**src/rtl/fetch_responder_pkg.sv**
```systemverilog
// Shared types and default sizing for the instruction fetch responder.
// The fault field of the FIFO entry exists only when FETCH_ALIGN_CHECK_EN is defined.
package fetch_pkg;

    localparam int unsigned ADDR_W_DEF  = 64;
    localparam int unsigned INSTR_W_DEF = 32;
    localparam int unsigned DEPTH_DEF   = 4;

    typedef enum logic [1:0] {
        S_IDLE    = 2'd0,
        S_REQ     = 2'd1,
        S_WAIT    = 2'd2,
        S_DISCARD = 2'd3
    } fetch_state_e;

    typedef struct packed {
        logic [ADDR_W_DEF-1:0]  pc;
        logic [INSTR_W_DEF-1:0] instr;
`ifdef FETCH_ALIGN_CHECK_EN
        logic                   fault;
`endif
    } fetch_entry_t;

endpackage

```
**src/rtl/fetch_responder_if.sv**
```systemverilog
// PC, memory and decode-side signals of the fetch responder.
// instr_fault is present only when FETCH_ALIGN_CHECK_EN is defined.
interface fetch_responder_if
    import fetch_pkg::*;
#(
    parameter int ADDR_W  = ADDR_W_DEF,
    parameter int INSTR_W = INSTR_W_DEF
);
    logic               pc_valid;
    logic [ADDR_W-1:0]  pc;
    logic               pc_ready;
    logic               flush;
    logic               mem_req;
    logic [ADDR_W-1:0]  mem_addr;
    logic               mem_gnt;
    logic               mem_rvalid;
    logic [INSTR_W-1:0] mem_rdata;
    logic               instr_valid;
    logic [INSTR_W-1:0] instr;
    logic [ADDR_W-1:0]  instr_pc;
    logic               instr_ready;
`ifdef FETCH_ALIGN_CHECK_EN
    logic               instr_fault;
`endif

    modport slave (
        input  pc_valid, pc, flush, mem_gnt, mem_rvalid, mem_rdata, instr_ready,
`ifdef FETCH_ALIGN_CHECK_EN
        output instr_fault,
`endif
        output pc_ready, mem_req, mem_addr, instr_valid, instr, instr_pc
    );

    modport master (
        output pc_valid, pc, flush, mem_gnt, mem_rvalid, mem_rdata, instr_ready,
`ifdef FETCH_ALIGN_CHECK_EN
        input  instr_fault,
`endif
        input  pc_ready, mem_req, mem_addr, instr_valid, instr, instr_pc
    );

endinterface

```
**src/rtl/fetch_responder_fifo.sv**
```systemverilog
// First-word-fall-through FIFO holding fetched entries; clear beats push and pop.
module fetch_fifo
    import fetch_pkg::*;
#(
    parameter int  DEPTH   = DEPTH_DEF,
    parameter type entry_t = fetch_entry_t
) (
    input  logic                   clock,
    input  logic                   reset,
    input  logic                   push,
    input  logic                   pop,
    input  logic                   clear,
    input  entry_t                 wdata,
    output entry_t                 rdata,
    output logic [$clog2(DEPTH):0] count
);
    localparam int PW = $clog2(DEPTH);

    entry_t        r_mem [DEPTH];
    logic [PW-1:0] r_wr_ptr;
    logic [PW-1:0] r_rd_ptr;
    logic [PW:0]   r_count;
    logic          w_push;
    logic          w_pop;

    assign w_push = push && !clear;
    assign w_pop  = pop && (r_count != '0) && !clear;

    // Storage, pointers and occupancy; pointers wrap naturally since DEPTH is a power of 2.
    always_ff @(posedge clock) begin
        if (!reset) begin
            r_wr_ptr <= '0;
            r_rd_ptr <= '0;
            r_count  <= '0;
            for (int i = 0; i < DEPTH; i++) begin
                r_mem[i] <= '0;
            end
        end else if (clear) begin
            r_wr_ptr <= '0;
            r_rd_ptr <= '0;
            r_count  <= '0;
        end else begin
            if (w_push) begin
                r_mem[r_wr_ptr] <= wdata;
                r_wr_ptr        <= r_wr_ptr + PW'(1);
            end
            if (w_pop) begin
                r_rd_ptr <= r_rd_ptr + PW'(1);
            end
            case ({w_push, w_pop})
                2'b10:   r_count <= r_count + (PW+1)'(1);
                2'b01:   r_count <= r_count - (PW+1)'(1);
                default: r_count <= r_count;
            endcase
        end
    end

    assign rdata = r_mem[r_rd_ptr];
    assign count = r_count;

endmodule

```
**src/rtl/fetch_responder.sv**
```systemverilog
// Fetch responder: accepts PCs, issues one outstanding memory read, buffers results for decode.
// Optional FETCH_ALIGN_CHECK_EN turns misaligned PCs into faulting entries without a memory read.
module fetch_responder
    import fetch_pkg::*;
#(
    parameter int ADDR_W  = ADDR_W_DEF,
    parameter int INSTR_W = INSTR_W_DEF,
    parameter int DEPTH   = DEPTH_DEF
) (
    input  logic            clock,
    input  logic            reset,
    fetch_responder_if.slave bus
);
    localparam int CW = $clog2(DEPTH) + 1;
    localparam logic [CW-1:0] FULL = CW'(DEPTH);

    typedef struct packed {
        logic [ADDR_W-1:0]  pc;
        logic [INSTR_W-1:0] instr;
`ifdef FETCH_ALIGN_CHECK_EN
        logic               fault;
`endif
    } entry_t;

    fetch_state_e      r_state;
    fetch_state_e      w_next;
    logic [ADDR_W-1:0] r_mem_addr;
    logic              r_mem_req;
    logic              w_pc_ready;
    logic              w_push;
    logic              w_misaligned;
    logic              w_accept;
    entry_t            w_wdata;
    entry_t            w_head;
    logic [CW-1:0]     w_count;

`ifdef FETCH_ALIGN_CHECK_EN
    assign w_misaligned = (bus.pc[1:0] != 2'b00);
`else
    assign w_misaligned = 1'b0;
`endif

    // Next-state, acceptance and FIFO push decode.
    always_comb begin
        w_next      = r_state;
        w_pc_ready  = 1'b0;
        w_push      = 1'b0;
        w_wdata     = '0;
        w_wdata.pc  = r_mem_addr;
        w_wdata.instr = bus.mem_rdata;
        case (r_state)
            S_IDLE: begin
                w_pc_ready = reset && (w_count < FULL) && !bus.flush;
                if (bus.pc_valid && w_pc_ready) begin
                    if (w_misaligned) begin
                        w_push        = 1'b1;
                        w_wdata.pc    = bus.pc;
                        w_wdata.instr = '0;
`ifdef FETCH_ALIGN_CHECK_EN
                        w_wdata.fault = 1'b1;
`endif
                        w_next        = S_IDLE;
                    end else begin
                        w_next = S_REQ;
                    end
                end else begin
                    w_next = S_IDLE;
                end
            end
            S_REQ: begin
                if (bus.flush) begin
                    w_next = S_IDLE;
                end else if (bus.mem_gnt) begin
                    w_next = S_WAIT;
                end else begin
                    w_next = S_REQ;
                end
            end
            S_WAIT: begin
                if (bus.mem_rvalid) begin
                    w_push = !bus.flush;
                    w_next = S_IDLE;
                end else if (bus.flush) begin
                    w_next = S_DISCARD;
                end else begin
                    w_next = S_WAIT;
                end
            end
            S_DISCARD: begin
                if (bus.mem_rvalid) begin
                    w_next = S_IDLE;
                end else begin
                    w_next = S_DISCARD;
                end
            end
            default: begin
                w_next = S_IDLE;
            end
        endcase
    end

    assign w_accept = bus.pc_valid && w_pc_ready && !w_misaligned;

    // FSM state register.
    always_ff @(posedge clock) begin
        if (!reset) begin
            r_state <= S_IDLE;
        end else begin
            r_state <= w_next;
        end
    end

    // Request address and registered request strobe.
    always_ff @(posedge clock) begin
        if (!reset) begin
            r_mem_addr <= '0;
            r_mem_req  <= 1'b0;
        end else begin
            if (w_accept) begin
                r_mem_addr <= bus.pc;
            end
            r_mem_req <= (w_next == S_REQ);
        end
    end

    fetch_fifo #(
        .DEPTH   (DEPTH),
        .entry_t (entry_t)
    ) u_fifo (
        .clock (clock),
        .reset (reset),
        .push  (w_push),
        .pop   (bus.instr_ready),
        .clear (bus.flush),
        .wdata (w_wdata),
        .rdata (w_head),
        .count (w_count)
    );

    assign bus.pc_ready    = w_pc_ready;
    assign bus.mem_req     = r_mem_req;
    assign bus.mem_addr    = r_mem_addr;
    assign bus.instr_valid = (w_count != '0);
    assign bus.instr       = w_head.instr;
    assign bus.instr_pc    = w_head.pc;
`ifdef FETCH_ALIGN_CHECK_EN
    assign bus.instr_fault = w_head.fault;
`endif

endmodule

```
**src/flat_wrapper.sv**
```systemverilog
// flat-port wrapper written by rule: the top's interface ports become plain ports
module fetch_responder_flat import fetch_pkg::*;
#(
    parameter int ADDR_W  = ADDR_W_DEF,
    parameter int INSTR_W = INSTR_W_DEF,
    parameter int DEPTH   = DEPTH_DEF
)
  (clock, reset, bus_pc_valid, bus_pc, bus_flush, bus_mem_gnt, bus_mem_rvalid, bus_mem_rdata, bus_instr_ready, bus_pc_ready, bus_mem_req, bus_mem_addr, bus_instr_valid, bus_instr, bus_instr_pc);
  fetch_responder_if #(.ADDR_W(ADDR_W), .INSTR_W(INSTR_W)) bus_i ();
  input  logic clock;
  input  logic reset;
  input wire logic [$bits(bus_i.pc_valid)-1:0] bus_pc_valid;
  input wire logic [$bits(bus_i.pc)-1:0] bus_pc;
  input wire logic [$bits(bus_i.flush)-1:0] bus_flush;
  input wire logic [$bits(bus_i.mem_gnt)-1:0] bus_mem_gnt;
  input wire logic [$bits(bus_i.mem_rvalid)-1:0] bus_mem_rvalid;
  input wire logic [$bits(bus_i.mem_rdata)-1:0] bus_mem_rdata;
  input wire logic [$bits(bus_i.instr_ready)-1:0] bus_instr_ready;
  output wire logic [$bits(bus_i.pc_ready)-1:0] bus_pc_ready;
  output wire logic [$bits(bus_i.mem_req)-1:0] bus_mem_req;
  output wire logic [$bits(bus_i.mem_addr)-1:0] bus_mem_addr;
  output wire logic [$bits(bus_i.instr_valid)-1:0] bus_instr_valid;
  output wire logic [$bits(bus_i.instr)-1:0] bus_instr;
  output wire logic [$bits(bus_i.instr_pc)-1:0] bus_instr_pc;
  assign bus_i.pc_valid = bus_pc_valid;
  assign bus_i.pc = bus_pc;
  assign bus_i.flush = bus_flush;
  assign bus_i.mem_gnt = bus_mem_gnt;
  assign bus_i.mem_rvalid = bus_mem_rvalid;
  assign bus_i.mem_rdata = bus_mem_rdata;
  assign bus_i.instr_ready = bus_instr_ready;
  assign bus_pc_ready = bus_i.pc_ready;
  assign bus_mem_req = bus_i.mem_req;
  assign bus_mem_addr = bus_i.mem_addr;
  assign bus_instr_valid = bus_i.instr_valid;
  assign bus_instr = bus_i.instr;
  assign bus_instr_pc = bus_i.instr_pc;
  fetch_responder #(.ADDR_W(ADDR_W), .INSTR_W(INSTR_W), .DEPTH(DEPTH)) u_core (.clock(clock), .reset(reset), .bus(bus_i));
endmodule
```
**config.mk**
```make
export PLATFORM = sky130hd
export DESIGN_NAME = fetch_responder_flat
export DESIGN_NICKNAME = d
export VERILOG_FILES = /design/src/rtl/fetch_responder_pkg.sv /design/src/rtl/fetch_responder_if.sv /design/src/rtl/fetch_responder_fifo.sv /design/src/rtl/fetch_responder.sv /design/src/flat_wrapper.sv
export SDC_FILE = /design/constraint.sdc
export NUM_CORES = 1
export LEC_CHECK = 0
export CORE_ASPECT_RATIO = 0.75
export CORE_MARGIN = 2
export CORE_UTILIZATION = 50
export CTS_CLUSTER_SIZE = 30
export DETAILED_ROUTE_END_ITERATION = 12
export PLACE_DENSITY = 0.89
export RECOVER_POWER = 25
export SYNTH_ARGS = -nofsm -noshare
export SYNTH_HDL_FRONTEND = slang
export SYNTH_SLANG_ARGS = --single-unit
```
**constraint.sdc**
```tcl
create_clock -name clock -period 9.9 [get_ports clock]
set_clock_uncertainty 0.05 [all_clocks]
set_input_delay 1.485 -clock clock [delete_from_list [all_inputs] [get_ports clock]]
set_output_delay 1.485 -clock clock [all_outputs]
set_load 0.05 [all_outputs]
```
==> results by group <==
Outcome
  – Outcome: finished with violations
  – Failing checks: max-capacitance violations, max-slew violations

Synth
  – Cells after synthesis: approximately 1300
  – Synth Area in XOR/XNOR: 0.1356%
  – Syn nets: 1387
  – Netlist cell types: 39
  – Post-Synth Simple-Gate Area: about 17%
  – Sequential area share after synthesis: 67.38%
  – Synthesis-stage register bit count: 460
  – Avg Inst Size Synth: 15.11 um^2
  – Post-synthesis compound-gate area fraction: 2.034%
  – Ys Warns: 0
  – Mapped Area: 0.01937 mm^2
  – Post-synthesis mux area share: 11.32%
  – Largest family of logic cells by synthesized area: simple AND/OR/NAND/NOR gates
  – Synth Area in Adders: less than 1%

CTS
  – Postcts setup bufs: 0
  – Number of gates resized after CTS: 0
  – CTS tree: built
  – Clock Sinks: 460
  – Number of buffers inserted during clock tree synthesis: 45
  – CTS Hold Buffers Added: 0
  – H-tree levels: 2
  – Clk_lat worst skew: 550 ps
  – Clock Path Buffers: 3
  – Clock transition at the registers of the reported paths: 60 ps
  – Root Buffer: clkbuf_16

Critical path
  – Max stage delay cell, worst path: o21ai_0
  – Buffers plus inverters on the worst setup path: 3
  – CP delay by family, top: compound AO/OA/AOI/OAI gates
  – Crit end category: register
  – CP Class: input port to register
  – CP most frequent cell: buf_4
  – Startpoint Class: input port
  – Worst EP arrival: approximately 7100 ps
  – Req. time, crit path: 10030 ps
  – Crit Path Max Fanout: 39
  – Worst-path cell chain: dlygate4sd3_1 -> and4bb_1 -> nand2_1 -> o21ai_0 -> buf_4 -> buf_4
  – Max incr delay on CP: 3010 ps

STA
  – Fin crit share: 70.75%
  – Final Setup Violations: 0
  – RSZ-0062 raised after global routing: no
  – Worst Max-Slew Pin Slew: 4463 ps
  – Fmax: between 100 and 150 MHz
  – Hold Fails Final Rpt: 0
  – Clock period minus worst slack: approximately 7000 ps
  – Final setup TNS: 0 ps
  – Count of pins over their slew limit: 254
  – Relative slew margins: -197.6%

Routing
  – # DRC: 0
  – Via/cell ratio: roughly 5.6
  – Vias: ~12000
  – Wire per inst: 22.01 um
  – Detail Route Antenna Nets: 0
  – First drt pass iteration count: 5
  – Initial DRC Count: 971
  – Post-Route WL: 45560 um

Place
  – GP Congestion: 0.7908
  – Detail Placement HPWL: around 26000 um
  – I/O Buffers: about 270

Final layout
  – Synthesis-to-layout area growth: 22.83%
  – Commonest non-fill, non-tap cell in the layout: edfxtp_1
  – Share of layout cells above drive strength 1: 11.75%
  – Fin util: 62.22%
  – Most frequent cells in the layout: edfxtp_1, and2_1, clkdlybuf4s50_1
  – Fillers: around 2700
  – Layout net count: 1626

Power
  – Sw frac: 22.67%
  – Total power: 4187 uW
  – Pwr Density: 176.0 mW/mm^2
  – Psw: 949.1 uW
  – Internal cell power: 3238 uW
  – Leakage power total: 0.008397 uW
  – Gate power share: approximately 7.3%
  – VDD IR-drop max: 0.1064 mV
  – Clock network power share: 40.2%
  – Flop pwr share: 52.5%

Floorplan
  – Die height: 174.5 um
  – Core ar.: 0.03824 mm^2
  – Rows: 62
  – Initial Util: 50.65%
  – Die W: 231.3 um
  – I/O pins: 266
  – Die area: 0.04035 mm^2

GRT
  – Vias in the first global route: 12117
  – Grt ovf: 0
  – Initial antenna violation count: 1
  – Total GRT Usage: 22.84%
  – Largest net degree at the start of global routing: 98
  – Global-route wire length before repair: 70270 um

Flow run
  – Max cap viols: 6

Hold path
  – Hold Crit Class: register to register
-- worst min-delay path, delay by kind of cell, from the launching register on --
family | cells | cell delay, ps
compound gates | 1 | 60
flops | 1 | 340
simple gates | 1 | 60
-- through the flow --
| step | hold slack [ps] | worst slack, ps | cell area, um^2 | instances |
|---|---|---|---|---|
| final | 459.1 | 2896 | 23790 | 2070 |
| after global routing | 496.7 | 2461 | 23790 | 2070 |
| after CTS | 461.6 | 4100 | 23880 | 2069 |
| after detailed placement | 449.6 | 4480 | 22430 | 1986 |
| after global placement | 411.1 | 4581 | 22430 | 1986 |
| after floorplan | 409.1 | 397.3 | 19370 | 1282 |
-- path summary, 6_finish.rpt --
check                                             start                          to  slack [ps]  cells past startpoint
worst max-delay path                          bus_flush  u_core.u_fifo.r_mem[3][13]        2900                      6
worst min-delay path            u_core.bus.mem_addr[63]     u_core.bus.mem_addr[63]         460                      2
worst max register to register        u_core.r_state[1]  u_core.u_fifo.r_mem[3][13]        4000                      5
worst min register to register  u_core.bus.mem_addr[63]     u_core.bus.mem_addr[63]         460                      2
-- flip-flops by register name, summed over array words and instances (netlist names), named ones only --
register / cells
u_core.bus.mem_addr: 64
u_core.u_fifo.count: 3
u_core.u_fifo.r_rd_ptr: 2
u_core.bus.mem_req: 1
u_core.u_fifo.r_wr_ptr: 2
u_core.u_fifo.r_mem: 384
u_core.r_state: 2
-- kinds of logic after synthesis --
group                      count (synthesis)
and+or+nand+nor                          544
DFF                                      460
muxes                                     99
buffers and inverters                     98
AOI/OAI and AO/OA                         76
adders and majority gates                  2
xor gates and xnor gates                   3
-- per-layer routing --
layer	GRT usage (%)	vias to the layer above	routed length (um)	share of wire [%]
li1	-	5136	-	-
met1	31.32	5846	18850	41
met2	37.35	469	22330	49
met3	3.937	79	2954	6.5
met4	7.527	0	1425	3.1
met5	0	-	0	0
-- power groups by stage --
stage	combinational (uW)	sequential, uW	clock (uW)
floorplan	125	2290	0
global placement	306	2230	0
detailed placement	311	2240	0
CTS	313	2200	1710
global route	319	2200	1780
finish	306	2200	1680
-- cell usage after synthesis (all sizes together) --
| cell type | number | area (um^2) |
|---|---|---|
| nand2 | 68 | 255.2 |
| nor2 | 10 | 45.04 |
| xor2 | 2 | 17.52 |
| and2 | 385 | 2409 |
| nor3b | 2 | 25.02 |
| nor4 | 3 | 48.80 |
| inv | 7 | 26.28 |
| dfxtp | 76 | 1521 |
| clkbuf | 61 | 237.7 |
| ha | 1 | 12.51 |
| a21o | 1 | 7.510 |
| o21ai | 67 | 335.3 |
| buf | 30 | 190.2 |
| nand3 | 62 | 310.3 |
| fa | 1 | 20.02 |
| and4bb | 1 | 12.51 |
| nand3b | 2 | 27.53 |
| a21boi | 1 | 7.510 |
| o31a | 1 | 8.760 |
| nand2b | 5 | 38.78 |
| nor3 | 2 | 21.27 |
| edfxtp | 384 | 11530 |
| o211a | 1 | 10.01 |
| mux2i | 3 | 30.03 |
| xnor2 | 1 | 8.760 |
| nor4b | 1 | 8.760 |
| a21oi | 5 | 25.02 |
| mux4 | 96 | 2162 |
| or3 | 3 | 18.77 |
-- layout make-up --
type                    instances  area (um^2)  share of cell area [%]
flip-flops and latches        460        13060                   54.89
multi-input cells             724         5844                   24.56
repair buffers                283         2770                   11.64
clock buffers                  70         1320                   5.548
well taps                     512        640.6                   2.692
clock inverters                13        130.1                  0.5469
inverters                       7        26.28                  0.1104
diodes                          1        2.502                 0.01052
No activity file was read; power rests on OpenSTA's default activity.
